<file path="src/rtl/dma_arb_pkg.sv">
// Shared types and helpers for the read-DMA arbiter: state encoding,
// beat-size constants and the dword-length to beat-count conversion.
package dma_arb_pkg;

  localparam logic [1:0] LP_ST_IDLE  = 2'd0;
  localparam logic [1:0] LP_ST_REQ   = 2'd1;
  localparam logic [1:0] LP_ST_DRAIN = 2'd2;

  typedef enum logic [1:0] {
    ST_IDLE  = LP_ST_IDLE,
    ST_REQ   = LP_ST_REQ,
    ST_DRAIN = LP_ST_DRAIN
  } arb_state_e;

  localparam int LP_DW_PER_BEAT = 4;
  localparam int LP_MAX_BEATS   = 256;

  // A zero length field means a full 1024-dword read; partial last beats round up.
  function automatic logic [8:0] len_to_beats(input logic [9:0] len);
    logic [10:0] dwords;
    if (len == '0) return 9'(LP_MAX_BEATS);
    dwords = {1'b0, len};
    return 9'((dwords + 11'(LP_DW_PER_BEAT - 1)) / 11'(LP_DW_PER_BEAT));
  endfunction

endpackage

</file>
<file path="src/rtl/rr_arbiter.sv">
// Combinational one-hot arbiter: round-robin after the last grant, or fixed
// lowest-index priority when DMA_READ_ARB_FIXED_PRIO_EN is defined.
module rr_arbiter #(
  parameter int p_paths = 2
) (
  input  logic [p_paths-1:0] req,
  input  logic [p_paths-1:0] last,
  output logic [p_paths-1:0] grant
);

`ifdef DMA_READ_ARB_FIXED_PRIO_EN
  logic unused_last;
  assign unused_last = ^last;

  always_comb begin
    grant = '0;
    for (int i = p_paths - 1; i >= 0; i--) begin
      if (req[i]) begin
        grant    = '0;
        grant[i] = 1'b1;
      end
    end
  end
`else
  int   last_idx;
  logic found;

  // Search offsets 1..p_paths from the last winner so it gets lowest priority.
  always_comb begin
    last_idx = 0;
    for (int i = 0; i < p_paths; i++) begin
      if (last[i]) last_idx = i;
    end
    grant = '0;
    found = 1'b0;
    for (int k = 1; k <= p_paths; k++) begin
      for (int i = 0; i < p_paths; i++) begin
        if (!found && req[i] && (i == (last_idx + k) % p_paths)) begin
          grant[i] = 1'b1;
          found    = 1'b1;
        end
      end
    end
  end
`endif

endmodule

</file>
<file path="src/rtl/dma_read_arbiter.sv">
// Read-DMA arbiter: grants one client the engine port from request until done
// and the last beat. DMA_READ_ARB_FIXED_PRIO_EN selects fixed priority.
//   state | meaning
//   IDLE  | no grant, choose next pending path
//   REQ   | request held to engine, waiting for done
//   DRAIN | done seen, delivering remaining beats
module dma_read_arbiter
  import dma_arb_pkg::*;
#(
  parameter int p_paths  = 2,
  parameter int p_data_w = 128
) (
  input  logic                          i_clk,
  input  logic                          i_rst_n,
  input  logic [p_paths*32-1:0]         ar_dma_read_addr,
  input  logic [p_paths*10-1:0]         ar_dma_read_len,
  input  logic [p_paths-1:0]            ar_dma_read_pending,
  output logic [p_paths-1:0]            ar_dma_read_done,
  output logic [p_paths*p_data_w-1:0]   ar_dma_read_data,
  output logic [p_paths-1:0]            ar_dma_read_data_valid,
  input  logic [p_paths-1:0]            ar_dma_read_data_ready,
  output logic [31:0]                   dma_read_addr,
  output logic [9:0]                    dma_read_len,
  output logic                          dma_read_pending,
  input  logic                          dma_read_done,
  input  logic [p_data_w-1:0]           dma_read_data,
  input  logic                          dma_read_data_valid,
  output logic                          dma_read_data_ready,
  output logic [p_paths-1:0]            o_grant
);

  arb_state_e          state_q, state_d;
  logic [p_paths-1:0]  grant_q, grant_d;
  logic [p_paths-1:0]  last_q;
  logic [31:0]         addr_q, addr_d;
  logic [9:0]          len_q, len_d;
  logic                pend_q, pend_d;
  logic [8:0]          beats_q, beats_d;
  logic                done_flag_q, done_flag_d;

  logic [p_paths-1:0]  sel;
  logic [31:0]         sel_addr;
  logic [9:0]          sel_len;
  logic                beat_hs;
  logic [8:0]          beats_left;

  rr_arbiter #(.p_paths(p_paths)) u_arb (
    .req   (ar_dma_read_pending),
    .last  (last_q),
    .grant (sel)
  );

`ifdef DMA_READ_ARB_FIXED_PRIO_EN
  assign last_q = '0;
`else
  logic [p_paths-1:0] last_d;
  assign last_d = (state_q == ST_IDLE && |sel) ? sel : last_q;

  // Reset points at the top path so path 0 wins first.
  always_ff @(posedge i_clk or negedge i_rst_n) begin
    if (!i_rst_n) last_q <= p_paths'(1) << (p_paths - 1);
    else          last_q <= last_d;
  end
`endif

  always_comb begin
    sel_addr = '0;
    sel_len  = '0;
    for (int i = 0; i < p_paths; i++) begin
      if (sel[i]) begin
        sel_addr = ar_dma_read_addr[i*32 +: 32];
        sel_len  = ar_dma_read_len[i*10 +: 10];
      end
    end
  end

  // Handshakes once the counter is exhausted are ignored so it never wraps.
  assign beat_hs    = dma_read_data_valid && dma_read_data_ready && (beats_q != '0);
  assign beats_left = beat_hs ? beats_q - 9'd1 : beats_q;

  always_comb begin
    state_d     = state_q;
    grant_d     = grant_q;
    addr_d      = addr_q;
    len_d       = len_q;
    pend_d      = pend_q;
    beats_d     = beats_q;
    done_flag_d = done_flag_q;
    case (state_q)
      ST_IDLE: begin
        if (|sel) begin
          state_d = ST_REQ;
          grant_d = sel;
          addr_d  = sel_addr;
          len_d   = sel_len;
          pend_d  = 1'b1;
          beats_d = len_to_beats(sel_len);
        end
      end
      ST_REQ: begin
        beats_d = beats_left;
        if (dma_read_done) begin
          pend_d      = 1'b0;
          done_flag_d = 1'b1;
          if (beats_left == '0) begin
            state_d     = ST_IDLE;
            grant_d     = '0;
            done_flag_d = 1'b0;
          end else begin
            state_d = ST_DRAIN;
          end
        end
      end
      ST_DRAIN: begin
        beats_d = beats_left;
        if (beats_left == '0) begin
          state_d     = ST_IDLE;
          grant_d     = '0;
          done_flag_d = 1'b0;
        end
      end
      default: begin
        state_d     = ST_IDLE;
        grant_d     = '0;
        pend_d      = 1'b0;
        done_flag_d = 1'b0;
      end
    endcase
  end

  always_ff @(posedge i_clk or negedge i_rst_n) begin
    if (!i_rst_n) begin
      state_q     <= ST_IDLE;
      grant_q     <= '0;
      addr_q      <= '0;
      len_q       <= '0;
      pend_q      <= 1'b0;
      beats_q     <= '0;
      done_flag_q <= 1'b0;
    end else begin
      state_q     <= state_d;
      grant_q     <= grant_d;
      addr_q      <= addr_d;
      len_q       <= len_d;
      pend_q      <= pend_d;
      beats_q     <= beats_d;
      done_flag_q <= done_flag_d;
    end
  end

  assign o_grant                = grant_q;
  assign dma_read_addr          = addr_q;
  assign dma_read_len           = len_q;
  assign dma_read_pending       = pend_q;
  assign dma_read_data_ready    = |(ar_dma_read_data_ready & grant_q);
  assign ar_dma_read_data_valid = grant_q & {p_paths{dma_read_data_valid}};
  assign ar_dma_read_done       = grant_q & {p_paths{dma_read_done && state_q == ST_REQ && !done_flag_q}};
  assign ar_dma_read_data       = {p_paths{dma_read_data}};

endmodule

</file>
<file path="config.mk">
export PLATFORM = sky130hd
export DESIGN_NAME = dma_read_arbiter
export DESIGN_NICKNAME = d
export VERILOG_FILES = /design/src/rtl/dma_arb_pkg.sv /design/src/rtl/rr_arbiter.sv /design/src/rtl/dma_read_arbiter.sv
export SDC_FILE = /design/constraint.sdc
export NUM_CORES = 1
export LEC_CHECK = 0
export ABC_AREA = 1
export BUFFER_PORTS_ARGS = -buffer_cell sky130_fd_sc_hd__buf_2
export CORE_AREA = 4 4 203 205
export CTS_CLUSTER_SIZE = 12
export DETAILED_ROUTE_END_ITERATION = 6
export DIE_AREA = 0 0 207 209
export PLACE_DENSITY_LB_ADDON = 0.2
export SLEW_MARGIN = 5
export SYNTH_ARGS = -nofsm -noshare
export SYNTH_HDL_FRONTEND = slang
export SYNTH_SLANG_ARGS = --single-unit
</file>
<file path="constraint.sdc">
create_clock -name i_clk -period 1.7 [get_ports i_clk]
set_input_delay 0.17 -clock i_clk [delete_from_list [all_inputs] [get_ports i_clk]]
set_output_delay 0.17 -clock i_clk [all_outputs]
set_load 0.05 [all_outputs]
</file>
==> run summary <==
=====================================================================================
Cell Area, Synth                                                           5490 sq um
Vias                                                                             4417
Leading register cell type out of synthesis                                   dfrtp_1
Warnings, synthesis                                                                 0
Max-slew violation count                                                            0
Worst-case headroom to the max-slew limit                                       73.6%
Number of endpoints failing setup at the final stage                               17
Routed wire length per instance                                               16.9 um
Fin crit period                                                               1.88 ns
Initial Utilization                                                             13.9%
Maximum fanout count along the critical path                                        6
Die area                                                                  43300 sq um
Remaining global-route overflow                                                     0
Setup WS pre-CTS                                                            -0.263 ns
Placed Area                                                                5490 sq um
Top-level port count                                                              526
Number of enable flip-flop cells after synthesis                                    0
Placer's final routability congestion estimate                                  0.749
Netlist cell types                                                                 33
Number of instances in the synthesized netlist                                    782
Worst-path clk slew                                                           0.07 ns
Class of the most critical setup path                                      reg -> reg
Logic pwr share                                                                 65.1%
Number of buffers added on ports                                                  141
Core footprint                                                            39500 sq um
Worst Max-Slew Pin Slew                                                      0.396 ns
Final antenna-violating net count                                                   0
Bufs on Longest Clock Path                                                          2
IR drop worst, VDD                                                           0.555 mV
Global-route wire length before repair                                       31700 um
Mapped Nets                                                                      1007
Number of detailed-route iterations in the first pass                               4
Final WL                                                                     21600 um
Static Leak                                                                   3.41 nW
Ratio of total power to cell area                                        1850 nW/um^2
Die extent in y                                                                209 um
TritonCTS clock tree                                                             done
Fin crit share                                                                   110%
Net Sw Power                                                                  6.24 mW
Post-layout net count                                                             972
Total non-filler cell area in the finished layout                          6590 sq um
Pin count of the biggest net entering global routing                               33
Fraction of power spent switching nets                                          51.3%
Die X                                                                          207 um
Seq cells post-synth                                                               58
Crit start category                                                         flip-flop
Clock network power share                                                       14.6%
Unrepaired setup endpoints after global routing                                  true
Number of DRC markers in iteration 0                                              114
Avg Cell Area, Syn                                                         7.01 sq um
Data arrival at the endpoint of the critical path                             2.11 ns
Required time at the endpoint of the critical path                            1.93 ns
Clock sink count                                                                   58
Fraction of layout instances using a drive strength above 1                     48.4%
Final hold violation count                                                          0
Most frequent standard cell in the layout excluding fill and tap cells        nand2_1
# DRC                                                                               0
Upper clock frequency limit                                                   533 MHz
Total internal power                                                          5.92 mW
Insertion delay to the later sink of the worst-skew pair                      0.35 ns
Area grow syn2layout                                                            20.1%
H-tree levels                                                                       3
Fraction of power consumed by sequential logic                                  20.3%
Fill cell count                                                                  4569
Number of antenna violations at the first check in global routing                   1
GRT Total Usage                                                                 9.88%
Cts bufs inserted                                                                   9
FFs w/ async S/R, synth                                                          100%
DPL Wire Length                                                              16300 um
Average via count per standard cell                                              3.46
Via count of the first global-routing pass                                       4739
Number of maximum-capacitance violations                                            0
Setup ws final                                                              -0.178 ns
Design Power                                                                  12.2 mW
Standard-cell row count                                                            73
Element type at the critical path end                                       flip-flop
Violated checks                                                          setup timing
Hold crit path type                                                         in -> reg
Part of the Yosys area used for sequential elements                             26.5%
Worst clock skew on the final layout                                        0.0154 ns
Clock root buffer master                                                    clkbuf_16
Run status                                                               finished with violations
Commonest cells after routing, fill and taps aside                       nand2_1 (172), buf_2 (138), inv_1 (71)
=====================================================================================
## logic make-up (layout without fill, tap and decap cells)
group                    after synthesis  count (layout)  share of synthesized area (%)
AO/OA/AOI/OAI                         79              79                           7.96
XOR/XNOR                               2               2                          0.319
adder cells (fa/ha/maj)                5               5                           1.14
buffers and inverters                356             326                           42.2
flip-flops                            58              58                           26.5
other                                  0               1                              0
AND/OR/NAND/NOR                      282             282                           21.9
## flip-flops by register name (all words and copies together), names as in the netlist
register	flops
o_grant	2
done_flag_q	1
dma_read_len	10
last_q	1
state_q	2
dma_read_addr	32
dma_read_pending	1
beats_q	9
## layout make-up
class	count	area [sq um]	area share, %
Antenna cell	1	2.50	0.0380
Clock buffer	12	246	3.74
Clock inverter	4	27.5	0.418
Inverter	83	317	4.80
Multi-Input combinational cell	368	2260	34.3
Sequential cell	58	1460	22.1
Tap cell	525	657	9.97
Timing Repair Buffer	227	1620	24.6
## repair_timing
action                                 in CTS  in global routing
setup endpoints to repair                  59                 60
setup buffers                              12                 10
gates cloned                                5                  0
gates resized for setup                   116                 63
hold buffers                                1                  0
endpoints found under the hold margin      19                  0
pin swaps                                  34                 31
## worst max-delay path: stages, from the launching register on
cell	delay [ns]
dfrtp_1	0.40
inv_2	0.09
ha_4	0.17
nand2_4	0.07
nor2_8	0.15
nand2_8	0.10
nand3_2	0.09
nand2_2	0.08
nor2_4	0.14
nand2_4	0.08
o21ai_4	0.19
nand2_2	0.07
nand2_1	0.06
nand2_1	0.04
## Yosys cell counts, types with 3 or more instances
cell type / instances / area [sq um]
a21oi_1: 10 / 50.1
a22oi_1: 4 / 30.0
buf_2: 4 / 20.0
buf_4: 256 / 1920
clkbuf_1: 10 / 37.5
dfrtp_1: 57 / 1430
ha_1: 5 / 62.6
inv_1: 80 / 300
nand2_1: 210 / 788
nand2_2: 5 / 31.3
nand2_4: 4 / 45.0
nand3_1: 22 / 110
nand4_1: 7 / 43.8
nor2_1: 21 / 78.8
nor2_2: 6 / 37.5
nor3_1: 3 / 15.0
o21ai_0: 53 / 265
o22ai_1: 5 / 31.3
## power by group through the flow
stage	logic (mW)	clock network [mW]	registers [mW]
2_1_floorplan	4.08	0	3.94
3_3_place_gp	6.60	0	2.45
3_5_place_dp	6.56	0	2.42
4_1_cts	7.77	1.89	2.45
5_1_grt	8.58	1.97	2.56
6_report	7.92	1.78	2.47
## layer usage
metal	track usage (%)	vias up	share of wire, %
met5	0	-	0
met4	5.52	0	4.8
met3	4.59	79	10
met2	16.2	279	48
met1	10.5	1982	36
li1	-	2077	-
## per-stage QoR
step | util (%) | cells | TNS (ns) | hold slack (ns)
floorplan | - | 782 | -0.388 | -0.126
global placement | 13.9 | 1241 | -6.72 | 0.138
detailed placement | 13.9 | 1241 | -6.01 | 0.127
CTS | 16.1 | 1271 | -1.39 | 0.107
global route | 16.7 | 1277 | -5.49 | 0.138
finish | 16.7 | 1278 | -1.37 | 0.124
## path summary, 6_finish.rpt
path	depth (start not counted)	start	endpoint	slack [ns]
hold / removal	5	ar_dma_read_addr[32]	dma_read_addr[0]	0.12
min in group asynchronous	2	i_rst_n	dma_read_len[3]	0.31
hold reg to reg	2	dma_read_addr[25]	dma_read_addr[25]	0.47
max in group asynchronous	3	i_rst_n	dma_read_addr[16]	0.85
setup / recovery	13	beats_q[0]	o_grant[1]	-0.18
setup reg to reg	13	beats_q[0]	o_grant[1]	-0.18
Note: power is estimated with default switching activity, not from simulation.
